`src/rtl/edge_capture.sv`:
```
// Multi-channel edge capture for asynchronous inputs: synchroniser, programmable
// glitch filter, registered edge pulses, sticky write-one-to-clear flags and irq.
module edge_capture #(
    parameter int WIDTH       = 8,
    parameter int SYNC_STAGES = 2,
    parameter int FILT_BITS   = 4
) (
    input  logic                 rst,
    input  logic                 clk,
    input  logic                 ce,
    input  logic [WIDTH-1:0]     i,
    input  logic [FILT_BITS-1:0] filt_len,
    input  logic [WIDTH-1:0]     pe_en,
    input  logic [WIDTH-1:0]     ne_en,
    input  logic [WIDTH-1:0]     ack,
    output logic [WIDTH-1:0]     level,
    output logic [WIDTH-1:0]     pe,
    output logic [WIDTH-1:0]     ne,
    output logic [WIDTH-1:0]     ee,
    output logic [WIDTH-1:0]     flag,
    output logic                 irq
);

    logic [SYNC_STAGES-1:0][WIDTH-1:0] sync;
    logic [WIDTH-1:0]                  s;
    logic [WIDTH-1:0]                  q;
    logic [WIDTH-1:0]                  commit;
    logic [WIDTH-1:0][FILT_BITS-1:0]   cnt;
    logic [WIDTH-1:0][FILT_BITS-1:0]   cnt_next;

    assign s = sync[SYNC_STAGES-1];

    // The synchroniser follows the pins on every clk, even while ce is low.
    always_ff @(posedge clk or posedge rst) begin
        if (rst) sync <= '0;
        else     sync <= {sync[SYNC_STAGES-2:0], i};
    end

    always_comb begin
        // NOTE: defaults first so every path assigns commit and cnt_next (no latch).
        commit   = '0;
        cnt_next = cnt;
        if (ce) begin
            for (int c = 0; c < WIDTH; c++) begin
                if (s[c] == q[c]) begin
                    cnt_next[c] = '0;
                end else if (cnt[c] >= filt_len) begin
                    commit[c]   = 1'b1;
                    cnt_next[c] = '0;
                end else if (cnt[c] != '1) begin
                    cnt_next[c] = cnt[c] + FILT_BITS'(1);
                end
            end
        end
    end

    always_ff @(posedge clk or posedge rst) begin
        if (rst) begin
            q    <= '0;
            cnt  <= '0;
            pe   <= '0;
            ne   <= '0;
            ee   <= '0;
            flag <= '0;
        end else begin
            // NOTE: non-blocking, so flag samples the pe/ne launched on the previous edge.
            q    <= (q & ~commit) | (s & commit);
            cnt  <= cnt_next;
            pe   <= commit & s;
            ne   <= commit & ~s;
            ee   <= commit;
            // A new enabled event outranks an ack landing on the same channel.
            flag <= (flag & ~ack) | (pe & pe_en) | (ne & ne_en);
        end
    end

    assign level = q;
    assign irq   = |flag;

endmodule

```
`config.mk`:
```
export PLATFORM = sky130hd
export DESIGN_NAME = edge_capture
export DESIGN_NICKNAME = d
export VERILOG_FILES = /design/src/rtl/edge_capture.sv
export SDC_FILE = /design/constraint.sdc
export NUM_CORES = 1
export LEC_CHECK = 0
export CORE_AREA = 2 2 108 110
export CTS_BUF_LIST = sky130_fd_sc_hd__clkbuf_4 sky130_fd_sc_hd__clkbuf_8 sky130_fd_sc_hd__clkbuf_16
export CTS_CLUSTER_SIZE = 40
export DETAILED_ROUTE_END_ITERATION = 8
export DIE_AREA = 0 0 110 112
export PLACE_DENSITY_LB_ADDON = 0.08
export SYNTH_ARGS = -nofsm -noshare
export SYNTH_HDL_FRONTEND = slang
export SYNTH_SLANG_ARGS = --single-unit
```
`constraint.sdc`:
```
create_clock -name clk -period 3 [get_ports clk]
set_clock_uncertainty 0.15 [all_clocks]
set_input_delay 0.45 -clock clk [delete_from_list [all_inputs] [get_ports clk]]
set_output_delay 0.45 -clock clk [all_outputs]
set_load 0.01 [all_outputs]
```
==> results.txt <==
----------------------------------------------------
[Clock tree]
  CTS tree ... done
  Count of clock tree sinks ... 88
  Insertion delay of the later-clocked pin in the worst-skew pair ... 340 ps
  Clk pin slew, worst setup/hold paths ... 60 ps
  Hold buffer count at cts ... 0
  Cells resized by post-CTS repair ... 0
  Maximum level of the CTS H-tree ... 3
  Total CTS buffers ... 9
  CTS root buffer ... sky130_fd_sc_hd__clkbuf_16
  Clock Path Buffers ... 2
  Postcts setup bufs ... 0

[Synthesis]
  Post-Synthesis Mean Instance Area ... 11.4 um^2
  Adder and majority cell fraction of the synthesized area ... 11.4%
  Mux contribution to synthesized area ... 3.16%
  Post-synthesis cell count ... 384
  Share of synthesized registers carrying an async set or reset ... 100%
  Post-synth EDFFs ... 0
  Number of distinct standard cells referenced by the synthesized netlist ... 42
  Main combinational cell family by area after synthesis ... compound AO/OA/AOI/OAI gates
  Main flop type after synthesis ... sky130_fd_sc_hd__dfrtp_1
  Number of flip-flops and latches in the synthesized netlist ... 88
  Warnings from Yosys ... 0
  Mapped cell area ... 4390 um^2
  Compound-Gate Fraction of Synth Area ... 15.7%
  Sequential area share after synthesis ... 50.2%
  Post-synthesis share of cell area spent on and, or, nand and nor gates ... 14.5%
  Post-synth net total ... 463
  Post-synthesis xor/xnor area fraction ... 2.17%

[Die]
  Die height ... 112 um
  Ports placed on the boundary ... 80
  Die width ... 110 um
  Core area ... 11,200 um^2
  Cell row count ... 39
  Initial core utilization ... 39.3%
  Die footprint ... 12,300 um^2

[Setup path]
  Crit path arrival time ... 2420 ps
  Critical path buffer and inverter count ... 1
  Critical path capture point type ... flip-flop
  Stage delay of the slowest cell on the critical path ... 610 ps
  Register-to-register setup slack ... 1020 ps
  Slowest-stage cell, CP ... sky130_fd_sc_hd__clkdlybuf4s50_1
  Kind of cell adding the most delay to the critical path ... buffers and inverters
  Setup Crit Path Kind ... in -> reg
  CP cell instances ... clkdlybuf4s50_1, ha_1, nor3b_2, o21ai_2, nor3b_4, mux2_4
  Kind of start point of the critical path ... primary input
  Critical Path Fanout Max ... 8
  CP Data Required Time ... 3080 ps

[Routing]
  Detailed-route DRC error count ... 0
  Post-DR vias/cell ... 5.16
  Detailed Route WL ... 8.99 mm
  Routed WL per cell ... 14.5 um
  Total iterations of the first detailed-routing run ... 4
  Remaining number of nets flagged by the antenna check after routing ... 0
  Count of routing violations after the opening detailed-route iteration ... 105
  Vias ... 3,207

[Global routing]
  Global-route wire length before repair ... 15.1 mm
  Via count of the first global-routing pass ... 3,098
  Number of antenna violations at the first check in global routing ... 0
  Total grt overflow ... 0
  Largest net degree at the start of global routing ... 34
  GRT Resource Usage Total ... 15.8%

[Pwr]
  Clock Power Share ... 28.7%
  NetSw ... 1.34 mW
  Maximum VDD drop ... 0.000305 V
  Internal power contribution ... 2.86 mW
  Part of the power in registers ... 39.7%
  Combinational fraction of design power ... 31.5%
  Power density relative to cell area ... 736 nW/um^2
  Leakage power figure ... 2.61 nW
  Switching power as a share of total power ... 31.8%

[Timing]
  Max Fclk ... 427 MHz
  Number of endpoints with negative hold slack in the final report ... 0
  Clock period minus final worst setup slack ... 2340 ps
  Worst max-slew margin expressed relative to the limit ... 63.3%
  Fin crit share ... 78.1%
  Number of pins with negative max-slew slack in the final report ... 0
  Worst hold margin ... 199 ps
  # setup viols final ... 0
  Setup tns final ... 0 ps
  Worst slew pin tran ... 546 ps
  RSZ-0062 raised after global routing ... no

[Job]
  Max_cap viols ... 0

[Finish]
  Layout-stage area growth over the synthesis result ... 29.9%
  Antenna fix cells ... 0
  Share of final-layout standard cells stronger than drive strength 1 ... 11.3%
  Count of non-filler cells in the finished layout ... 621
  Layout Utilization ... 51.0%
  Final net count ... 552

[Place]
  Hpwl dp ... 6.71 mm
  Placed instance count ... 605
  Gp weighted congestion ... 0.812
  Count of input and output buffers ... 79

[Hold path]
  Worst min-delay path category ... reg -> reg

[Status]
  Result of the run ... complete, no violations

----------------------------------------------------
-- layout by cell type (no fill, tap or decap), drive strengths merged --
| cell | n |
|---|---|
| dfrtp | 88 |
| clkdlybuf4s50 | 78 |
| ha | 40 |
| a21oi | 32 |
| inv | 26 |
| nand3 | 24 |
| o21ai | 22 |
| and3 | 15 |
| clkbuf | 11 |
| nor3b | 11 |
| nor2 | 10 |
| o2bb2ai | 10 |
| nand2 | 9 |
| a22oi | 8 |
| o211ai | 8 |
| and2 | 8 |
| mux2 | 8 |
| a41oi | 6 |
| nor2b | 6 |
| buf | 6 |
| xor2 | 5 |
| nand2b | 5 |
| o31ai | 5 |
| or3 | 5 |
| xnor2 | 5 |
| o31a | 5 |
| o211a | 3 |
| or2 | 3 |
| mux2i | 3 |
| o22ai | 3 |
| clkinv | 3 |
| nor4 | 2 |
| bufinv | 2 |
| and2b | 2 |
| clkinvlp | 1 |
-- cell families (layout without fill, tap and decap cells) --
| kind of cell | count (synthesis) | after routing |
|---|---|---|
| fa+ha+maj | 40 | 40 |
| mux | 11 | 11 |
| flops | 88 | 88 |
| xor+xnor | 10 | 10 |
| simple gates | 100 | 100 |
| compound gates | 102 | 102 |
| buf+inv | 33 | 127 |
-- stage by stage --
stage / total power, mW / instance area (um^2) / worst slack, ps
after floorplan: 2.52 / 4390 / 121
after global placement: 2.98 / 5380 / 340
final: 4.20 / 5700 / 657
after CTS: 4.26 / 5700 / 640
after global routing: 4.50 / 5700 / 543
after detailed placement: 3.02 / 5380 / 288
-- state kept, by name (all words and copies together), names as in the netlist, named ones only --
| register | flops |
|---|---|
| pe | 8 |
| s | 8 |
| ee | 8 |
| sync | 8 |
| cnt | 32 |
| ne | 8 |
| flag | 8 |
-- cell type report --
class	instances	area (um^2)
timing repair buffer	84	836
inverter	27	103
clock buffer	11	240
clock inverter	5	81.3
sequential	88	2200
fill	1009	5470
multi-input combinational	263	2060
tap	143	179
-- final timing paths --
check / startpoint / end / cells after the start
worst min register to register: sync[2]$_DFF_PP0_ / s[2]$_DFF_PP0_ / 0
worst min-delay path: sync[2]$_DFF_PP0_ / s[2]$_DFF_PP0_ / 0
min in group asynchronous: rst / flag[0]$_DFF_PP0_ / 2
max in group asynchronous: rst / cnt[18]$_DFFE_PP0P_ / 3
worst max register to register: cnt[12]$_DFFE_PP0P_ / flip-flop / 6
worst max-delay path: filt_len[0] / flip-flop / 6
-- power by group through the flow --
stage / registers, mW / logic, mW / clock network, mW
after floorplan: 1.67 / 0.849 / 0
after global placement: 1.68 / 1.30 / 0
after detailed placement: 1.69 / 1.33 / 0
after CTS: 1.67 / 1.34 / 1.25
after global routing: 1.71 / 1.49 / 1.30
final: 1.67 / 1.32 / 1.21
-- synth_stat cells, types with 4 or more instances --
| library cell | n | area (um^2) |
|---|---|---|
| sky130_fd_sc_hd__a41oi_1 | 6 | 52.6 |
| sky130_fd_sc_hd__o31ai_1 | 5 | 37.5 |
| sky130_fd_sc_hd__xnor2_1 | 4 | 35.0 |
| sky130_fd_sc_hd__nand3_1 | 24 | 120 |
| sky130_fd_sc_hd__o2bb2ai_1 | 10 | 87.6 |
| sky130_fd_sc_hd__a21oi_1 | 32 | 160 |
| sky130_fd_sc_hd__xor2_1 | 5 | 43.8 |
| sky130_fd_sc_hd__ha_1 | 40 | 500 |
| sky130_fd_sc_hd__a22oi_1 | 8 | 60.1 |
| sky130_fd_sc_hd__clkbuf_1 | 4 | 15.0 |
| sky130_fd_sc_hd__nor2_1 | 10 | 37.5 |
| sky130_fd_sc_hd__o211ai_1 | 6 | 45.0 |
| sky130_fd_sc_hd__or3_1 | 5 | 31.3 |
| sky130_fd_sc_hd__nand2_1 | 9 | 33.8 |
| sky130_fd_sc_hd__and2_1 | 6 | 37.5 |
| sky130_fd_sc_hd__nand2b_1 | 5 | 31.3 |
| sky130_fd_sc_hd__o21ai_2 | 5 | 43.8 |
| sky130_fd_sc_hd__and3_1 | 13 | 81.3 |
| sky130_fd_sc_hd__dfrtp_1 | 88 | 2200 |
| sky130_fd_sc_hd__mux2_4 | 5 | 75.1 |
| sky130_fd_sc_hd__o21ai_0 | 17 | 85.1 |
| sky130_fd_sc_hd__o31a_1 | 4 | 35.0 |
| sky130_fd_sc_hd__nor2b_1 | 6 | 37.5 |
| sky130_fd_sc_hd__inv_1 | 27 | 101 |
| sky130_fd_sc_hd__nor3b_2 | 5 | 62.6 |
-- worst register-to-register path, cell delays in order (launching register included) --
cell and delay (ps):
sky130_fd_sc_hd__dfrtp_1 440, sky130_fd_sc_hd__inv_1 80, sky130_fd_sc_hd__ha_1 280, sky130_fd_sc_hd__nor3b_1 240, sky130_fd_sc_hd__o21ai_0 150, sky130_fd_sc_hd__and3_1 230, sky130_fd_sc_hd__mux2_4 300
-- routing by layer --
| layer | global-route usage [%] | part of all wire (%) |
|---|---|---|
| met3 | 4.04 | 5.8 |
| met1 | 22.0 | 48 |
| met2 | 23.4 | 45 |
| met5 | 0 | 0 |
| met4 | 6.33 | 1.3 |
No activity file was read; power rests on OpenSTA's default activity.
